--- src/rtl/idex_forward_reg.sv ---
`default_nettype none
// ============================================================================
//  Module   : idex_forward_reg
//  Brief    : ID/EX pipeline register with operand forwarding muxes, flush
//             bubbles, stall hold with forward capture and a bubble counter.
//  Revision : 1.0  initial release
// ============================================================================
module idex_forward_reg (
    input  logic        clk,
    input  logic        rst,

    input  logic        valid_d,
    input  logic [4:0]  rs_addr1D,
    input  logic [4:0]  rs_addr2D,
    input  logic [4:0]  rd_addrD,
    input  logic        rd_wrenD,
    input  logic        wb_D,
    input  logic [3:0]  alu_opD,
    input  logic [31:0] rs_data1D,
    input  logic [31:0] rs_data2D,
    input  logic [31:0] imm_D,
    input  logic [31:0] pc_D,

    input  logic        flush_e,
    input  logic        stall_e,
    input  logic [1:0]  ex_1sel,
    input  logic [1:0]  ex_2sel,
    input  logic [31:0] alu_resultM,
    input  logic [31:0] wb_dataW,

    output logic        valid_e,
    output logic [4:0]  rs_addr1E,
    output logic [4:0]  rs_addr2E,
    output logic [4:0]  rd_addrE,
    output logic        rd_wrenE,
    output logic        wb_E,
    output logic [3:0]  alu_opE,
    output logic [31:0] pc_E,
    output logic [31:0] imm_E,
    output logic [31:0] op_aE,
    output logic [31:0] op_bE,
    output logic [15:0] bubble_cnt
);

    localparam logic [1:0]  SEL_M   = 2'b01;
    localparam logic [1:0]  SEL_W   = 2'b10;
    localparam logic [15:0] CNT_MAX = 16'hFFFF;

    logic        valid_q,     valid_d_nx;
    logic [4:0]  rs_addr1_q,  rs_addr1_d;
    logic [4:0]  rs_addr2_q,  rs_addr2_d;
    logic [4:0]  rd_addr_q,   rd_addr_d;
    logic        rd_wren_q,   rd_wren_d;
    logic        wb_q,        wb_d;
    logic [3:0]  alu_op_q,    alu_op_d;
    logic [31:0] pc_q,        pc_d;
    logic [31:0] imm_q,       imm_d;
    logic [31:0] rs_data1_q,  rs_data1_d;
    logic [31:0] rs_data2_q,  rs_data2_d;
    logic [15:0] bubble_cnt_q, bubble_cnt_d;

    logic [31:0] w_op_a;
    logic [31:0] w_op_b;

    // Same-cycle forwarding; select 11 falls back to the register value
    always_comb begin
        case (ex_1sel)
            SEL_M:   w_op_a = alu_resultM;
            SEL_W:   w_op_a = wb_dataW;
            default: w_op_a = rs_data1_q;
        endcase
        case (ex_2sel)
            SEL_M:   w_op_b = alu_resultM;
            SEL_W:   w_op_b = wb_dataW;
            default: w_op_b = rs_data2_q;
        endcase
    end

    always_comb begin
        valid_d_nx   = valid_q;
        rs_addr1_d   = rs_addr1_q;
        rs_addr2_d   = rs_addr2_q;
        rd_addr_d    = rd_addr_q;
        rd_wren_d    = rd_wren_q;
        wb_d         = wb_q;
        alu_op_d     = alu_op_q;
        pc_d         = pc_q;
        imm_d        = imm_q;
        rs_data1_d   = rs_data1_q;
        rs_data2_d   = rs_data2_q;
        bubble_cnt_d = bubble_cnt_q;

        if (flush_e) begin
            valid_d_nx = 1'b0;
            rs_addr1_d = 5'd0;
            rs_addr2_d = 5'd0;
            rd_addr_d  = 5'd0;
            rd_wren_d  = 1'b0;
            wb_d       = 1'b0;
            alu_op_d   = 4'd0;
            pc_d       = 32'd0;
            imm_d      = 32'd0;
            rs_data1_d = 32'd0;
            rs_data2_d = 32'd0;
        end else if (stall_e) begin
            // Keep whatever is being forwarded now, its producer may move on
            rs_data1_d = w_op_a;
            rs_data2_d = w_op_b;
        end else begin
            valid_d_nx = valid_d;
            rs_addr1_d = rs_addr1D;
            rs_addr2_d = rs_addr2D;
            rd_addr_d  = rd_addrD;
            rd_wren_d  = rd_wrenD;
            wb_d       = wb_D;
            alu_op_d   = alu_opD;
            pc_d       = pc_D;
            imm_d      = imm_D;
            rs_data1_d = rs_data1D;
            rs_data2_d = rs_data2D;
        end

        if ((flush_e || !stall_e) && !valid_d_nx && (bubble_cnt_q != CNT_MAX)) begin
            bubble_cnt_d = bubble_cnt_q + 16'd1;
        end
    end

    always_ff @(posedge clk or posedge rst) begin
        if (rst) begin
            valid_q      <= 1'b0;
            rs_addr1_q   <= 5'd0;
            rs_addr2_q   <= 5'd0;
            rd_addr_q    <= 5'd0;
            rd_wren_q    <= 1'b0;
            wb_q         <= 1'b0;
            alu_op_q     <= 4'd0;
            pc_q         <= 32'd0;
            imm_q        <= 32'd0;
            rs_data1_q   <= 32'd0;
            rs_data2_q   <= 32'd0;
            bubble_cnt_q <= 16'd0;
        end else begin
            valid_q      <= valid_d_nx;
            rs_addr1_q   <= rs_addr1_d;
            rs_addr2_q   <= rs_addr2_d;
            rd_addr_q    <= rd_addr_d;
            rd_wren_q    <= rd_wren_d;
            wb_q         <= wb_d;
            alu_op_q     <= alu_op_d;
            pc_q         <= pc_d;
            imm_q        <= imm_d;
            rs_data1_q   <= rs_data1_d;
            rs_data2_q   <= rs_data2_d;
            bubble_cnt_q <= bubble_cnt_d;
        end
    end

    assign valid_e    = valid_q;
    assign rs_addr1E  = rs_addr1_q;
    assign rs_addr2E  = rs_addr2_q;
    assign rd_addrE   = rd_addr_q;
    assign rd_wrenE   = rd_wren_q;
    assign wb_E       = wb_q;
    assign alu_opE    = alu_op_q;
    assign pc_E       = pc_q;
    assign imm_E      = imm_q;
    assign op_aE      = w_op_a;
    assign op_bE      = w_op_b;
    assign bubble_cnt = bubble_cnt_q;

endmodule
`default_nettype wire
--- config.mk ---
export PLATFORM = sky130hd
export DESIGN_NAME = idex_forward_reg
export DESIGN_NICKNAME = d
export VERILOG_FILES = /design/src/rtl/idex_forward_reg.sv
export SDC_FILE = /design/constraint.sdc
export NUM_CORES = 1
export LEC_CHECK = 0
export BUFFER_PORTS_ARGS = -buffer_cell sky130_fd_sc_hd__buf_2
export CAP_MARGIN = 10
export CORE_AREA = 2 2 149 151
export CTS_BUF_LIST = sky130_fd_sc_hd__clkbuf_2 sky130_fd_sc_hd__clkbuf_4 sky130_fd_sc_hd__clkbuf_8
export CTS_CLUSTER_DIAMETER = 100
export DETAILED_ROUTE_END_ITERATION = 10
export DIE_AREA = 0 0 151 153
export HOLD_SLACK_MARGIN = 0.12
export PLACE_DENSITY = 0.67
export SLEW_MARGIN = 20
export SYNTH_ARGS = -nofsm -noshare
export SYNTH_HDL_FRONTEND = slang
export SYNTH_SLANG_ARGS = --single-unit
--- constraint.sdc ---
create_clock -name clk -period 5.4 [get_ports clk]
set_clock_uncertainty 0.1 [all_clocks]
set_input_delay 0.27 -clock clk [delete_from_list [all_inputs] [get_ports clk]]
set_output_delay 0.27 -clock clk [all_outputs]
set_load 0.005 [all_outputs]
# After elaboration in Yosys (flattened, before gate mapping)
# Index checks and enable logic that the tools add are counted.
# op_classes
add_sub_neg,1
multipliers,0
div,0
order_cmp,0
eq_ne,6
n_shift,0
n_mux,24
bitwise,0
n_reduce_logical,5
# op_table
op,count
2-to-1 mux 32 bit,8
one-hot mux 32 bit (2 select lines),2
2-to-1 mux 5 bit,6
adder 16 x 1 -> 16 bit (second input constant),1
inequality test 16 bit (second input constant),1
2-to-1 mux 4 bit,2
2-to-1 mux 1 bit,6
== test 2 x 1 -> 1 bit (second input constant),2
== test 2 bit (second input constant),2
logical AND 1 bit,2
logical NOT 1 bit,2
inequality test 2 bit (second input constant),1
logical OR 1 bit,1
# word_totals
ff_bits,166
latch_bits,0
ram_bits,0
mem_bits_ro,0
input_bits,222
output_inout_bits,166
n_memories,0

# Logic depth before layout (Yosys ltp)
# logic_depth
ltp_word,5
mapped_depth,8

# Least setup slack after synthesis
# OpenSTA, ideal clock, no wires.
# synth_timing
path_kind,register -> register
startpoint,register bubble_cnt_q[4] (netlist: bubble_cnt[4])
endpoint,register bubble_cnt_q[1] (netlist: bubble_cnt[1])
setup_time_ps,125
t_arrival_ps,1454
setup_slack_ps,3721
stages_incl_launch_ff,5
period_less_slack_ps,1679
cell_sequence,dfrtp_1 > nand4_4 > nor4_4 > nor2_2 > mux2_4
# synth_via
elab_chain_cells,2
# synth_rtl
element,line_no,source
from (decl),60,"logic [15:0] bubble_cnt_q, bubble_cnt_d;"
from (signal assigned),154,bubble_cnt_q <= bubble_cnt_d;
inequality test 16 bit,123,if ((flush_e || !stall_e) && !valid_d_nx && (bubble_cnt_q != CNT_MAX)) begin
logical AND 1 bit,123,
# No other way between the ends.
# A chain may end at the register's enable or synchronous reset.

# Worst setup path in the final report
# layout_timing
startpoint,input ex_2sel[0]
endpoint,output op_bE[15]
# layout_via
elab_chain_cells,2
word_cells_on_any_way,3
# layout_rtl
element,line_no,source
from (decl),27,"input logic [1:0] ex_2sel,"
== test 2 bit / == test 2 x 1 -> 1 bit (equally long branches),72,case (ex_2sel)
one-hot mux 32 bit (2 select lines) (*),72,
to (decl),41,"output logic [31:0] op_bE,"
# Every way passes the cells marked *; elsewhere a longest branch is shown, timed or not.

==> impl_metrics.env <==
export IMPL_total_clock_buffers_created_by_cts=17
export IMPL_p_per_cell_area_nw_per_um2=252
export IMPL_clock_tree_from_tritoncts="yes"
export IMPL_final_net_count=1517
export IMPL_ys_seq_elements=166
export IMPL_fin_crit_ps=2440
export IMPL_total_detailed_routing_wirelength_mm=28.3
export IMPL_detail_route_vias_per_cell=5.02
export IMPL_slowest_delay_ps=720
export IMPL_die_area_um2=23100
export IMPL_final_instance_count_excl_fill=1585
export IMPL_combined_area_of_all_synthesized_cells_um2=7990
export IMPL_grt_start_max_net_pins=91
export IMPL_first_global_vias=8250
export IMPL_timing_hold_violations_final=0
export IMPL_whs_path_depth=2
export IMPL_worstSetupPathType="input port to primary output"
export IMPL_clkSlewWorstSetupHoldPaths_ps=110
export IMPL_overflow=0
export IMPL_ctsHtreeMaxLevel=4
export IMPL_route_antenna_remaining_nets=0
export IMPL_synthesis_nets=1012
export IMPL_synth_lib_cells_used_distinct=30
export IMPL_netlist_instances=785
export IMPL_drive_gt1_share_pct=33.5
export IMPL_max_slew_worst_pin_slew_ps=990
export IMPL_post_synth_xor_area_fraction_pct=1.54
export IMPL_kind_of_start_point_of_the_critical_path="input port"
export IMPL_numPortBuffers=387
export IMPL_floorplan_core_area_um2=21500
export IMPL_clock_latency_ps=460
export IMPL_share_of_synthesized_area_spent_on_multiplexers_pct=18.9
export IMPL_fin_total_pwr_mw=3.03
export IMPL_wl_per_cell_um=17.8
export IMPL_synth_enable_flop_cells=0
export IMPL_worstHoldStart="flush_e"
export IMPL_final_core_utilization_pct=56.0
export IMPL_detailroute_via_count=7950
export IMPL_rsz0062_at_grt="false"
export IMPL_required_ps=5030
export IMPL_flow_area_growth_from_synthesis_pct=50.7
export IMPL_fraction_of_the_yosys_area_taken_by_sequential_cells_pct=52.0
export IMPL_antenna_found_initial=2
export IMPL_cpMaxStageDelayCell="ha_2"
export IMPL_cell_type_with_the_highest_occurrence_count_on_the_critical_path="buf_2"
export IMPL_path_cells="buf_2 > inv_1 > ha_2 > a22oi_1 > o21ai_0 > buf_2"
export IMPL_class_of_the_most_critical_hold_timing_path="input port to flop"
export IMPL_hold_end="imm_E[15]"
export IMPL_regToRegStartpoint="bubble_cnt[0]"
export IMPL_drt_iter0_drc=331
export IMPL_yosys_area_share_simple_pct=12.8
export IMPL_cap_violations=0
export IMPL_synth_top_cells_by_count="dfrtp_1 (166), nor2_1 (154), mux2i_1 (149)"
export IMPL_synth_area_top_cells="dfrtp_1 (52%), mux2i_1 (19%), nor2_1 (7.2%)"
export IMPL_dp_hpwl_mm=18.2
export IMPL_r2r_worst_path_cells=5
export IMPL_numPlacedInstances=1400
export IMPL_yosys_top_cell_by_area="dfrtp_1"
export IMPL_first_pass_grt_wire_length_mm=43.4
export IMPL_die_h_um=153
export IMPL_max_slew_margin_pct=34.0
export IMPL_die_width_um=151
export IMPL_path_max_fanout=32
export IMPL_total_leakage_power_nw=6.42
export IMPL_synthDominantCellAreaShare_pct=52.0
export IMPL_synth_top_family_by_area="multiplexers"
export IMPL_design_portCount=388
export IMPL_timing_final_crit_share_pct=45.2
export IMPL_gpl_congestion=0.804
export IMPL_ys_dominant_reg_cell="dfrtp_1"
export IMPL_postSynth_asyncResetShare_pct=100
export IMPL_worst_setup_end_kind="primary output"
export IMPL_maxSlewViolCount=0
export IMPL_drc=0
export IMPL_grtUsageTotal_pct=24.0
export IMPL_cts_post_setup_buffers_inserted=0
export IMPL_root_buffer="clkbuf_8"
export IMPL_maxClockFrequency_mhz=410
export IMPL_worst_ep_arrival_time_ps=2070
export IMPL_rows=54
export IMPL_mean_instance_size_in_the_synthesized_netlist_um2=10.2
export IMPL_clock_sinks=166
export IMPL_synth_warn=0
export IMPL_regToRegSetupSlack_ps=3500
export IMPL_synth_compound_area_share_pct=10.5
export IMPL_setup_viol=0
export IMPL_capturing_point_of_the_worst_reg2reg_path="bubble_cnt[1]"
export IMPL_synth_most_common_cell="dfrtp_1"
export IMPL_cts_root_to_sink_buffers=2
export IMPL_floorplan_initialDensity_pct=37.2
export IMPL_drt_pass1_iterations=5
export IMPL_run_status="complete, no violations"
export IMPL_synthAdderAreaFrac_pct=0.783
export IMPL_tns_ps=0
export IMPL_worst_supply_voltage_drop_on_vdd_v=0.000166
registers in the layout, summed over array words and instances, names as in the netlist:
signal,flops
imm_E,32
pc_E,32
rs_data1_q,32
rs_data2_q,32
bubble_cnt,16
rd_addrE,5
rs_addr1E,5
rs_addr2E,5
alu_opE,4
rd_wrenE,1
valid_e,1
wb_E,1
power by group:
part	leakage [nW]	switching [mW]	internal, mW	total [mW]
Combinational	4.04	0.361	0.347	0.708
Clock	0.200	0.538	0.370	0.908
Sequential	2.18	0.0783	1.34	1.42
Total	6.42	0.977	2.06	3.03
critical path, delay by kind of cell:
| family | cells | cell delay, ps |
|---|---|---|
| buffers and inverters | 3 | 360 |
| adders and majority gates | 1 | 720 |
| AOI/OAI and AO/OA | 2 | 700 |
stage by stage:
stage          hold slack, ps  setup slack [ps]  instance area (µm²)
3_3_place_gp              381              3030                10100
2_1_floorplan             323               540                 7990
6_report                  222              2960                12000
5_1_grt                   230              2900                12000
4_1_cts                   204              3040                12000
3_5_place_dp              379              3040                10100
timing repair:
action,4_1_cts,5_1_grt
endpoints found under the hold margin,232,0
endpoints found under the setup margin,0,0
resized for setup,0,0
hold buffers,151,0
worst max path at each step:
stage / from / to / slack (ps)
floorplan: rst / alu_opE[0] / 540
global placement: ex_1sel[0] / op_aE[28] / 3030
detailed placement: stall_e / pc_E[3] / 3040
CTS: ex_1sel[0] / op_aE[16] / 3040
global route: ex_2sel[0] / op_bE[19] / 2900
finish: ex_2sel[0] / op_bE[15] / 2960
per-layer routing:
| metal | up-vias | track usage (%) | share of wire, % |
|---|---|---|---|
| met3 | 57 | 6.42 | 7.3 |
| met2 | 339 | 41.3 | 49 |
| met1 | 3833 | 28.5 | 40 |
| li1 | 3721 | - | - |
| met5 | - | 0 | 0 |
| met4 | 0 | 9.12 | 3.2 |
layout by cell type (no fill, tap or decap), types with 12 or more instances in the layout:
| master | Yosys | routed |
|---|---|---|
| dlygate4sd3_1 | 0 | 151 |
| xor2_1 | 12 | 12 |
| mux2i_1 | 149 | 149 |
| nand2_1 | 71 | 71 |
| clkbuf_8 | 0 | 20 |
| o21ai_0 | 66 | 66 |
| buf_2 | 15 | 385 |
| nor2_1 | 154 | 154 |
| a22oi_1 | 64 | 64 |
| dfrtp_1 | 166 | 166 |
cells by family (layout without fill, tap and decap cells):
kind of cell,Yosys count,count (layout)
muxes,150,150
adders and majority gates,5,5
other,0,2
buffers and inverters,68,586
and+or+nand+nor,248,248
AOI/OAI and AO/OA,134,134
xor gates and xnor gates,14,14
DFF,166,166
layout make-up:
class	count	area, µm²
repair buffers	546	3520
multi-input cells	551	3570
inverters	8	35.0
diodes	2	5.00
fillers	1882	9460
clock inverters	13	133
flip-flops and latches	166	4150
well taps	280	350
clock buffers	19	262
(Power assumes the default switching activity.)
